--- config.mk ---
export PLATFORM = sky130hd
export DESIGN_NAME = dac_update_arbiter
export DESIGN_NICKNAME = d
export VERILOG_FILES = /design/src/rtl/dac_arb_pkg.sv /design/src/rtl/dac_update_arbiter_rr_arbiter.sv /design/src/rtl/dac_update_arbiter.sv
export SDC_FILE = /design/constraint.sdc
export NUM_CORES = 1
export LEC_CHECK = 0
export BUFFER_PORTS_ARGS = -buffer_cell sky130_fd_sc_hd__buf_2
export CORE_ASPECT_RATIO = 0.5
export CORE_MARGIN = 2
export CORE_UTILIZATION = 40
export CTS_BUF_LIST = sky130_fd_sc_hd__clkbuf_8
export CTS_CLUSTER_DIAMETER = 60
export CTS_CLUSTER_SIZE = 25
export DETAILED_ROUTE_END_ITERATION = 8
export PLACE_DENSITY = 0.67
export RECOVER_POWER = 100
export SYNTH_ARGS = -nofsm -noshare
export SYNTH_HDL_FRONTEND = slang
export SYNTH_HIERARCHICAL = 1
export SYNTH_SLANG_ARGS = --single-unit
--- constraint.sdc ---
create_clock -name clk -period 8.02 [get_ports clk]
set_clock_uncertainty 0.15 [all_clocks]
set_input_delay 0 -clock clk [delete_from_list [all_inputs] [get_ports clk]]
set_output_delay 0 -clock clk [all_outputs]
set_load 0.01 [all_outputs]
--- src/rtl/dac_arb_pkg.sv ---
// Shared types and helpers for the DAC update arbiter.
//   state_e      : FSM encoding (RAMP is only reachable when DAC_RAMP_EN is defined)
//   SETTLE_CNT_W : width of the settle-window down-counter
//   clog2_min1   : ceil(log2(n)) clamped to at least 1, used to size index ports
package dac_arb_pkg;

  typedef enum logic [1:0] {
    IDLE   = 2'd0,
    LOAD   = 2'd1,
    RAMP   = 2'd2,
    SETTLE = 2'd3
  } state_e;

  localparam int unsigned SETTLE_CNT_W = 16;

  function automatic int unsigned clog2_min1(input int unsigned n);
    int unsigned r;
    r = 1;
    for (int unsigned i = 1; i < 32; i++) begin
      if ((32'd1 << i) < n) r = i + 1;
    end
    return r;
  endfunction

endpackage

--- src/rtl/dac_update_arbiter_rr_arbiter.sv ---
// rr_arbiter: combinational round-robin pick.
//   req     : request vector
//   ptr     : highest-priority index for this pick
//   gnt     : one-hot grant (all zero when no request)
//   gnt_idx : binary index of the granted requester (0 when no request)
module rr_arbiter
  import dac_arb_pkg::*;
#(
  parameter  int unsigned NUM_REQ = 4,
  localparam int unsigned IDX_W   = clog2_min1(NUM_REQ)
) (
  input  logic [NUM_REQ-1:0] req,
  input  logic [IDX_W-1:0]   ptr,
  output logic [NUM_REQ-1:0] gnt,
  output logic [IDX_W-1:0]   gnt_idx
);

  logic             found;
  logic [IDX_W-1:0] idx;

  // Scan from ptr upward with wrap; first hit wins.
  always_comb begin
    gnt     = '0;
    gnt_idx = '0;
    found   = 1'b0;
    idx     = '0;
    for (int unsigned k = 0; k < NUM_REQ; k++) begin
      idx = IDX_W'((32'(ptr) + k) % NUM_REQ);
      if (!found && req[idx]) begin
        found    = 1'b1;
        gnt[idx] = 1'b1;
        gnt_idx  = idx;
      end
    end
  end

endmodule

--- src/rtl/dac_update_arbiter.sv ---
// dac_update_arbiter: shares one DAC input between NUM_REQ requesters.
// Round-robin grant, load the granted code, hold it for SETTLE_CYCLES.
// Optional feature macro: DAC_RAMP_EN (slew-limited approach of RAMP_STEP/cycle).
//   clk, rst_n  : clock, async active-low reset
//   req_valid   : per-requester request
//   req_code    : packed codes, requester i at [i*DAC_SIZE +: DAC_SIZE]
//   req_ready   : one-hot accept, only in IDLE (combinational)
//   dac_code    : registered DAC input code
//   dac_load    : strobe in each cycle dac_code shows a new value
//   grant_id    : current/last granted requester
//   busy        : FSM not in IDLE
//   done        : one-cycle pulse at end of settling
module dac_update_arbiter
  import dac_arb_pkg::*;
#(
  parameter  int unsigned DAC_SIZE      = 8,
  parameter  int unsigned NUM_REQ       = 4,
  parameter  int unsigned SETTLE_CYCLES = 16,
  parameter  int unsigned RAMP_STEP     = 4,
  localparam int unsigned GID_W         = clog2_min1(NUM_REQ)
) (
  input  logic                        clk,
  input  logic                        rst_n,
  input  logic [NUM_REQ-1:0]          req_valid,
  input  logic [NUM_REQ*DAC_SIZE-1:0] req_code,
  output logic [NUM_REQ-1:0]          req_ready,
  output logic [DAC_SIZE-1:0]         dac_code,
  output logic                        dac_load,
  output logic [GID_W-1:0]            grant_id,
  output logic                        busy,
  output logic                        done
);

  if (RAMP_STEP == 0) begin : g_bad_ramp_step
    $error("RAMP_STEP must be >= 1");
  end

  localparam logic [SETTLE_CNT_W-1:0] CNT_RELOAD = SETTLE_CNT_W'(SETTLE_CYCLES - 1);

  state_e                  state_q, state_d;
  logic [SETTLE_CNT_W-1:0] cnt_q, cnt_d;
  logic [DAC_SIZE-1:0]     dac_code_q, dac_code_d;
  logic                    dac_load_q, dac_load_d;
  logic [GID_W-1:0]        grant_id_q, grant_id_d;
  logic [GID_W-1:0]        ptr_q, ptr_d;

  logic [NUM_REQ-1:0]      rr_gnt;
  logic [GID_W-1:0]        rr_idx;
  logic                    hs;
  logic [DAC_SIZE-1:0]     sel_code;

  rr_arbiter #(.NUM_REQ(NUM_REQ)) u_rr (
    .req     (req_valid),
    .ptr     (ptr_q),
    .gnt     (rr_gnt),
    .gnt_idx (rr_idx)
  );

  assign sel_code = req_code[32'(rr_idx)*DAC_SIZE +: DAC_SIZE];
  assign hs       = (state_q == IDLE) && (|req_valid);

`ifdef DAC_RAMP_EN
  logic [DAC_SIZE-1:0] target_q, target_d;
  logic [DAC_SIZE-1:0] diff, step;

  // Step size is min(RAMP_STEP, |target - code|), unsigned, never wraps.
  always_comb begin
    diff = (target_q > dac_code_q) ? (target_q - dac_code_q) : (dac_code_q - target_q);
    step = (32'(diff) < RAMP_STEP) ? diff : DAC_SIZE'(RAMP_STEP);
  end
`endif

  always_comb begin
    state_d    = state_q;
    cnt_d      = cnt_q;
    dac_code_d = dac_code_q;
    dac_load_d = 1'b0;
    grant_id_d = grant_id_q;
    ptr_d      = ptr_q;
`ifdef DAC_RAMP_EN
    target_d   = target_q;
`endif
    unique case (state_q)
      IDLE: begin
        if (hs) begin
          grant_id_d = rr_idx;
          ptr_d      = (rr_idx == GID_W'(NUM_REQ - 1)) ? '0 : rr_idx + GID_W'(1);
`ifdef DAC_RAMP_EN
          target_d   = sel_code;
          state_d    = RAMP;
`else
          // Code register and strobe are written on the handshake edge so the
          // new code and dac_load are both visible during the LOAD cycle.
          dac_code_d = sel_code;
          dac_load_d = 1'b1;
          state_d    = LOAD;
`endif
        end
      end
      LOAD: begin
        cnt_d   = CNT_RELOAD;
        state_d = SETTLE;
      end
`ifdef DAC_RAMP_EN
      RAMP: begin
        if (dac_code_q != target_q) begin
          dac_code_d = (target_q > dac_code_q) ? (dac_code_q + step) : (dac_code_q - step);
          dac_load_d = 1'b1;
        end else begin
          cnt_d   = CNT_RELOAD;
          state_d = SETTLE;
        end
      end
`endif
      SETTLE: begin
        if (cnt_q == '0) state_d = IDLE;
        else             cnt_d   = cnt_q - 1'b1;
      end
      default: state_d = IDLE;
    endcase
  end

  always_ff @(posedge clk or negedge rst_n) begin
    if (!rst_n) begin
      state_q    <= IDLE;
      cnt_q      <= '0;
      dac_code_q <= '0;
      dac_load_q <= 1'b0;
      grant_id_q <= '0;
      ptr_q      <= '0;
`ifdef DAC_RAMP_EN
      target_q   <= '0;
`endif
    end else begin
      state_q    <= state_d;
      cnt_q      <= cnt_d;
      dac_code_q <= dac_code_d;
      dac_load_q <= dac_load_d;
      grant_id_q <= grant_id_d;
      ptr_q      <= ptr_d;
`ifdef DAC_RAMP_EN
      target_q   <= target_d;
`endif
    end
  end

  assign req_ready = (state_q == IDLE) ? rr_gnt : '0;
  assign dac_code  = dac_code_q;
  assign dac_load  = dac_load_q;
  assign grant_id  = grant_id_q;
  assign busy      = (state_q != IDLE);
  assign done      = (state_q == SETTLE) && (cnt_q == '0);

endmodule

==> results of run 1 <==
## routing by layer
metal  share of wire  global-route usage
met5               0                   0
met3           0.026             0.03429
met4           0.018             0.07233
met1            0.46              0.2291
met2            0.50              0.2840
## Yosys cell counts (3+ instances only)
cell | count | area share
dfrtp_1 | 31 | 0.35
and2_1 | 6 | 0.017
mux4_2 | 11 | 0.11
a221o_2 | 4 | 0.020
o21ai_1 | 5 | 0.011
inv_1 | 8 | 0.013
clkbuf_1 | 4 | 0.0067
buf_2 | 4 | 0.0089
nor4_1 | 4 | 0.011
mux2_2 | 12 | 0.060
nand3_1 | 5 | 0.011
clkbuf_2 | 3 | 0.0067
ha_1 | 7 | 0.039
nor3_1 | 7 | 0.016
nand2b_1 | 7 | 0.019
a21oi_1 | 4 | 0.0089
o21ai_0 | 9 | 0.020
nand2_1 | 26 | 0.043
mux2i_1 | 13 | 0.058
nor2_1 | 12 | 0.020
a31oi_1 | 4 | 0.011
## cell families (layout without fill, tap and decap cells)
| kind of cell | after synthesis | count (layout) | share of synthesized area |
|---|---|---|---|
| flip-flops | 31 | 31 | 0.3452 |
| buffers and inverters | 21 | 73 | 0.04231 |
| adder cells (fa/ha/maj) | 7 | 7 | 0.03897 |
| AND/OR/NAND/NOR | 86 | 86 | 0.2116 |
| multiplexers | 36 | 36 | 0.2283 |
| AO/OA/AOI/OAI | 42 | 42 | 0.1336 |
## stage by stage
stage | total power, mW | cell area, um^2
4_1_cts | 1.069 | 2681
2_1_floorplan | 0.7778 | 2247
5_1_grt | 1.135 | 2643
3_5_place_dp | 0.9037 | 2544
6_report | 1.037 | 2643
3_3_place_gp | 0.8804 | 2544
## sequential cells by signal (all words and copies together), names as in the netlist
signal and count:
cnt_q 16, dac_code 8, grant_id 2, ptr_q 2, state_q 2, dac_load 1
## worst max path at each step
stage / from / end / slack (ns) / cells past startpoint
after floorplan: ptr_q[0] / dac_code[0] / 4.59 / 10
after global placement: ptr_q[0] / dac_code[4] / 4.36 / 7
after detailed placement: ptr_q[0] / dac_code[3] / 4.26 / 7
after CTS: ptr_q[0] / dac_code[2] / 4.23 / 7
after global routing: ptr_q[0] / dac_code[2] / 3.97 / 7
final: ptr_q[0] / dac_code[2] / 4.26 / 7
## layout make-up
type / count / area share
multi-input combinational: 171 / 0.5099
sequential: 31 / 0.2936
timing repair buffer: 57 / 0.1061
tap: 73 / 0.03456
clock buffer: 6 / 0.03125
clock inverter: 2 / 0.01326
inverter: 8 / 0.01136
## worst max-delay path, cell delays in order (launching register included)
cell and delay, ns:
dfrtp_1 0.73, inv_1 0.18, ha_1 0.43, o21ai_0 0.12
o31ai_1 0.51, o31a_1 0.65, mux4_2 0.59, mux2_2 0.28
## power by group
part / internal, mW / switching, mW / total, mW
clock: 0.100 / 0.0602 / 0.161
sequential: 0.225 / 0.0858 / 0.311
combinational: 0.268 / 0.297 / 0.565
total: 0.594 / 0.443 / 1.04
==> run metrics, run 1 <==
status finished with violations; failing checks capacitance limit, slew limit; WP data arrival roughly 3.8 ns; syn_nets roughly 270; NumNets Final around 320; Rel. slew slack -0.1254; crit-path max FO 19; Routed Antenna Nets 0; max-slew violation count 32; core box area around 0.0054 mm^2; Most used DFF post-synth dfrtp_1; overall die height 57 um; clk sinks 31; DR vias 1914; synth unique cells about 50; ant diodes 0; largest net degree at the start of global routing 32; postcts setup bufs 0; most frequent cells in the layout 38 x buf_2, 31 x dfrtp_1, 26 x nand2_1; final setup vio count 0; Avg Cell Area, Syn between 10 and 15 um^2; Synthesis Warnings 6; cts repair resizes 0; Port-buffer cells 54; die area 0.006270 mm^2; area occupied by multi-input gates about 0.0013 mm^2; number of global-route vias before repair about 1900; min Tclk post-route roughly 3.8 ns; Tcrit/Tclk final 0.4687; Non-Filler Instances 348; R2R Setup Slk between 4 and 5 ns; Startpoint Class flop; hold_buf cts 2; FF-to-FF Start ptr_q[0]; DRT Pass-1 Iters 4; maxcap violations 1; Root Driver clkbuf_8; Die Width roughly 110 um; Core Rows 19; final hold slack slightly below 0.009 ns; overall routing resource usage 0.1741; final setup margin around 4.3 ns; CTS tree built; register bit count reported by yosys 31; worst-margin pin slew between 1.5 and 2 ns; number of CTS-inserted buffers 5; setup TNS 0 ns; vias per cell roughly 5.5; 1st-iter DRT viols 85; reg2reg end dac_code[2]; hold path endpoint dac_code[4]; Setup crit end kind flop; Placed Cells ~340; final hold vios 0; first-pass GRT wire length ~8600 um; share of cells above drive strength 1 0.2800; antenna violations before repair 0; GPL Wtd Cong approximately 0.8; register area about 780 um^2; RSZ-0062 raised after global routing false; worst vdd ir between 0.0001 and 0.00015 V; asr flop ratio synth 1.000; commonest non-fill, non-tap cell in the layout buf_2; Core Util, Final 0.4854; Hold WC Path Type input port to flop; Pwr Density about 390 mW/mm^2; cells after synthesis ~220; Leak 1.186 nW; final wirelength approximately 5000 um; Critical Path RT approximately 8.0 ns; Post-route DRC 0; fmax about 0.27 GHz; Clock Latency Late Sink roughly 0.28 ns; Starting Density 0.4128; Fill cells slightly above 500; Cells on Worst Hold Path 3; routed wire length per instance about 14 um; Synth Cell Area 0.002247 mm^2; DP Wirelength ~3800 um; Setup WS pre-CTS between 4 and 5 ns; io pins 55; FF-to-FF path depth 7; Synth-to-Final Area Change 17.59%; EDFF count, synth 0; Max clock buf depth 2; Setup Crit Path Kind flop to flop; H-tree Lvls 2; grt total ovfl 0; Clock Pin Slew Worst Setup and Hold Paths approximately 0.070 ns; hold path start req_code[28]; sequential fraction of the synthesis area 0.3452
Note: power is estimated with default switching activity, not from simulation.
==> run 2, diff against run 1 <==
Settings changed: PLACE_DENSITY 0.67 to 0.69.
Clock period 8.02 ns to 3 ns, I/O delays scaled along.
==> run 2 against run 1 <==
  * Maximum frequency is 34% higher
  * Count of clock-buffer cells in the layout stayed put
  * Final cell count up 1.1%
  * The run still ends with capacitance limit, slew limit left
  * Highest routed layer unchanged
  * Die area unchanged
==> run metrics, run 2 (synthesis gave the netlist of run 1 again) <==
status finished with violations; failing checks capacitance limit, slew limit; crit-path max FO 11; Setup Crit Path Kind flop to flop; number of CTS-inserted buffers 5; max-slew violation count 32; Switching Share 0.4275; Max clock buf depth 2; Placed Cells ~340; setup TNS 0 ns; Leak between 1 and 1.5 nW; FF-to-FF path depth 8; final hold slack about 0.011 ns; DRT Pass-1 Iters 4; Critical Path RT roughly 3.0 ns; most frequent cells in the layout 40 x buf_2, 31 x dfrtp_1, 26 x nand2_1; internal power between 1.5 and 2 mW; largest net degree at the start of global routing 32; Clock Pin Slew Worst Setup and Hold Paths 0.07 ns; Root Driver clkbuf_8; die area about 0.0063 mm^2; postcts setup bufs 0; Post-route DRC 0; Cells on Worst Hold Path 3; Starting Density 0.4128; Biggest register cnt_q; first-pass GRT wire length about 9000 um; Rel. slew slack -0.1463; Setup crit end kind flop; DP Wirelength around 3900 um; worst vdd ir around 0.00041 V; number of global-route vias before repair 1905; io pins 55; final setup margin between 0.2 and 0.25 ns; final setup vio count 0; RSZ-0062 raised after global routing false; WP data arrival about 2.8 ns; overall die height about 57 um; share of cells above drive strength 1 0.3226; final hold vios 0; clk sinks 31; grt total ovfl 0; DR vias about 2000; min Tclk post-route around 2.8 ns; maxcap violations 1; H-tree Lvls 2; Core Rows 19; Synth-to-Final Area Change 20.32%; overall routing resource usage 0.1767; Non-Filler Instances approximately 350; final wirelength between 5000 and 6000 um; Clock Latency Late Sink about 0.28 ns; R2R Setup Slk around 0.20 ns; Port-buffer cells 54; Pwr Density ~1100 mW/mm^2; switching pwr roughly 1.2 mW; commonest non-fill, non-tap cell in the layout buf_2; Die Width around 110 um; Setup WS pre-CTS -0.02573 ns; logic gate share of total power 0.585; antenna violations before repair 0; vias per cell 5.554; GPL Wtd Cong 0.8323; Hold WC Path Type input port to flop; Tcrit/Tclk final 0.9321; fmax around 0.36 GHz; core box area ~0.0054 mm^2; CTS tree built; 1st-iter DRT viols 74; clock power share 0.147; max reg flops 16; sequential share of power 0.268; Routed Antenna Nets 0; routed wire length per instance between 10 and 15 um; worst-margin pin slew about 1.7 ns; ant diodes 0; NumNets Final about 320; Startpoint Class flop
[run 2: path summary, 6_finish.rpt]
check / startpoint / to
max: ptr_q[0] / dac_code[5]
min: req_code[6] / dac_code[6]
max reg2reg: ptr_q[0] / dac_code[5]
min reg2reg: cnt_q[15] / cnt_q[15]
max in group asynchronous: rst_n / cnt_q[6]
min in group asynchronous: rst_n / cnt_q[4]
[run 2: layer usage]
metal | up-vias | track usage | wire [um]
met5 | - | 0 | 0
met4 | 0 | 0.06691 | 84
met3 | 10 | 0.03771 | 216
met2 | 56 | 0.2962 | 2588
met1 | 946 | 0.2266 | 2314
li1 | 943 | - | -
[run 2: through the flow]
stage	power [mW]	cell area [um^2]	utilization
after floorplan	2.135	2276	-
after global placement	2.439	2606	0.4787
after detailed placement	2.503	2606	0.4787
after CTS	2.952	2741	0.5036
after global routing	3.146	2704	0.4967
final	2.913	2704	0.4967
[run 2: final cells by class]
cell class / count / area, um^2
Sequential cell: 31 / 775.7
Clock inverter: 2 / 35.03
Inverter: 8 / 30.03
Multi-Input combinational cell: 171 / 1389
Timing Repair Buffer: 61 / 300.3
Clock buffer: 6 / 82.58
Tap cell: 73 / 91.34
Fill cell: 488 / 2740
[run 2: what timing repair did]
action / in CTS / in global routing
hold buffers: 1 / 0
setup endpoints to repair: 8 / 0
resized for setup: 2 / 0
endpoints found under the hold margin: 31 / 0
[run 2: power groups by stage]
stage	Combinational, mW	Sequential, mW	Clock, mW
after global routing	1.88	0.810	0.453
after detailed placement	1.72	0.785	0
after global placement	1.67	0.772	0
after floorplan	1.35	0.784	0
after CTS	1.74	0.781	0.433
final	1.70	0.782	0.427
[run 2: worst max-delay path, cell delays in order, from the launching register on]
cell and delay, ns:
dfrtp_1 0.38, inv_1 0.14, ha_4 0.25, nor3_1 0.23, o21ai_0 0.15, o31ai_2 0.14, o31a_2 0.41, mux4_2 0.54
mux2_2 0.28
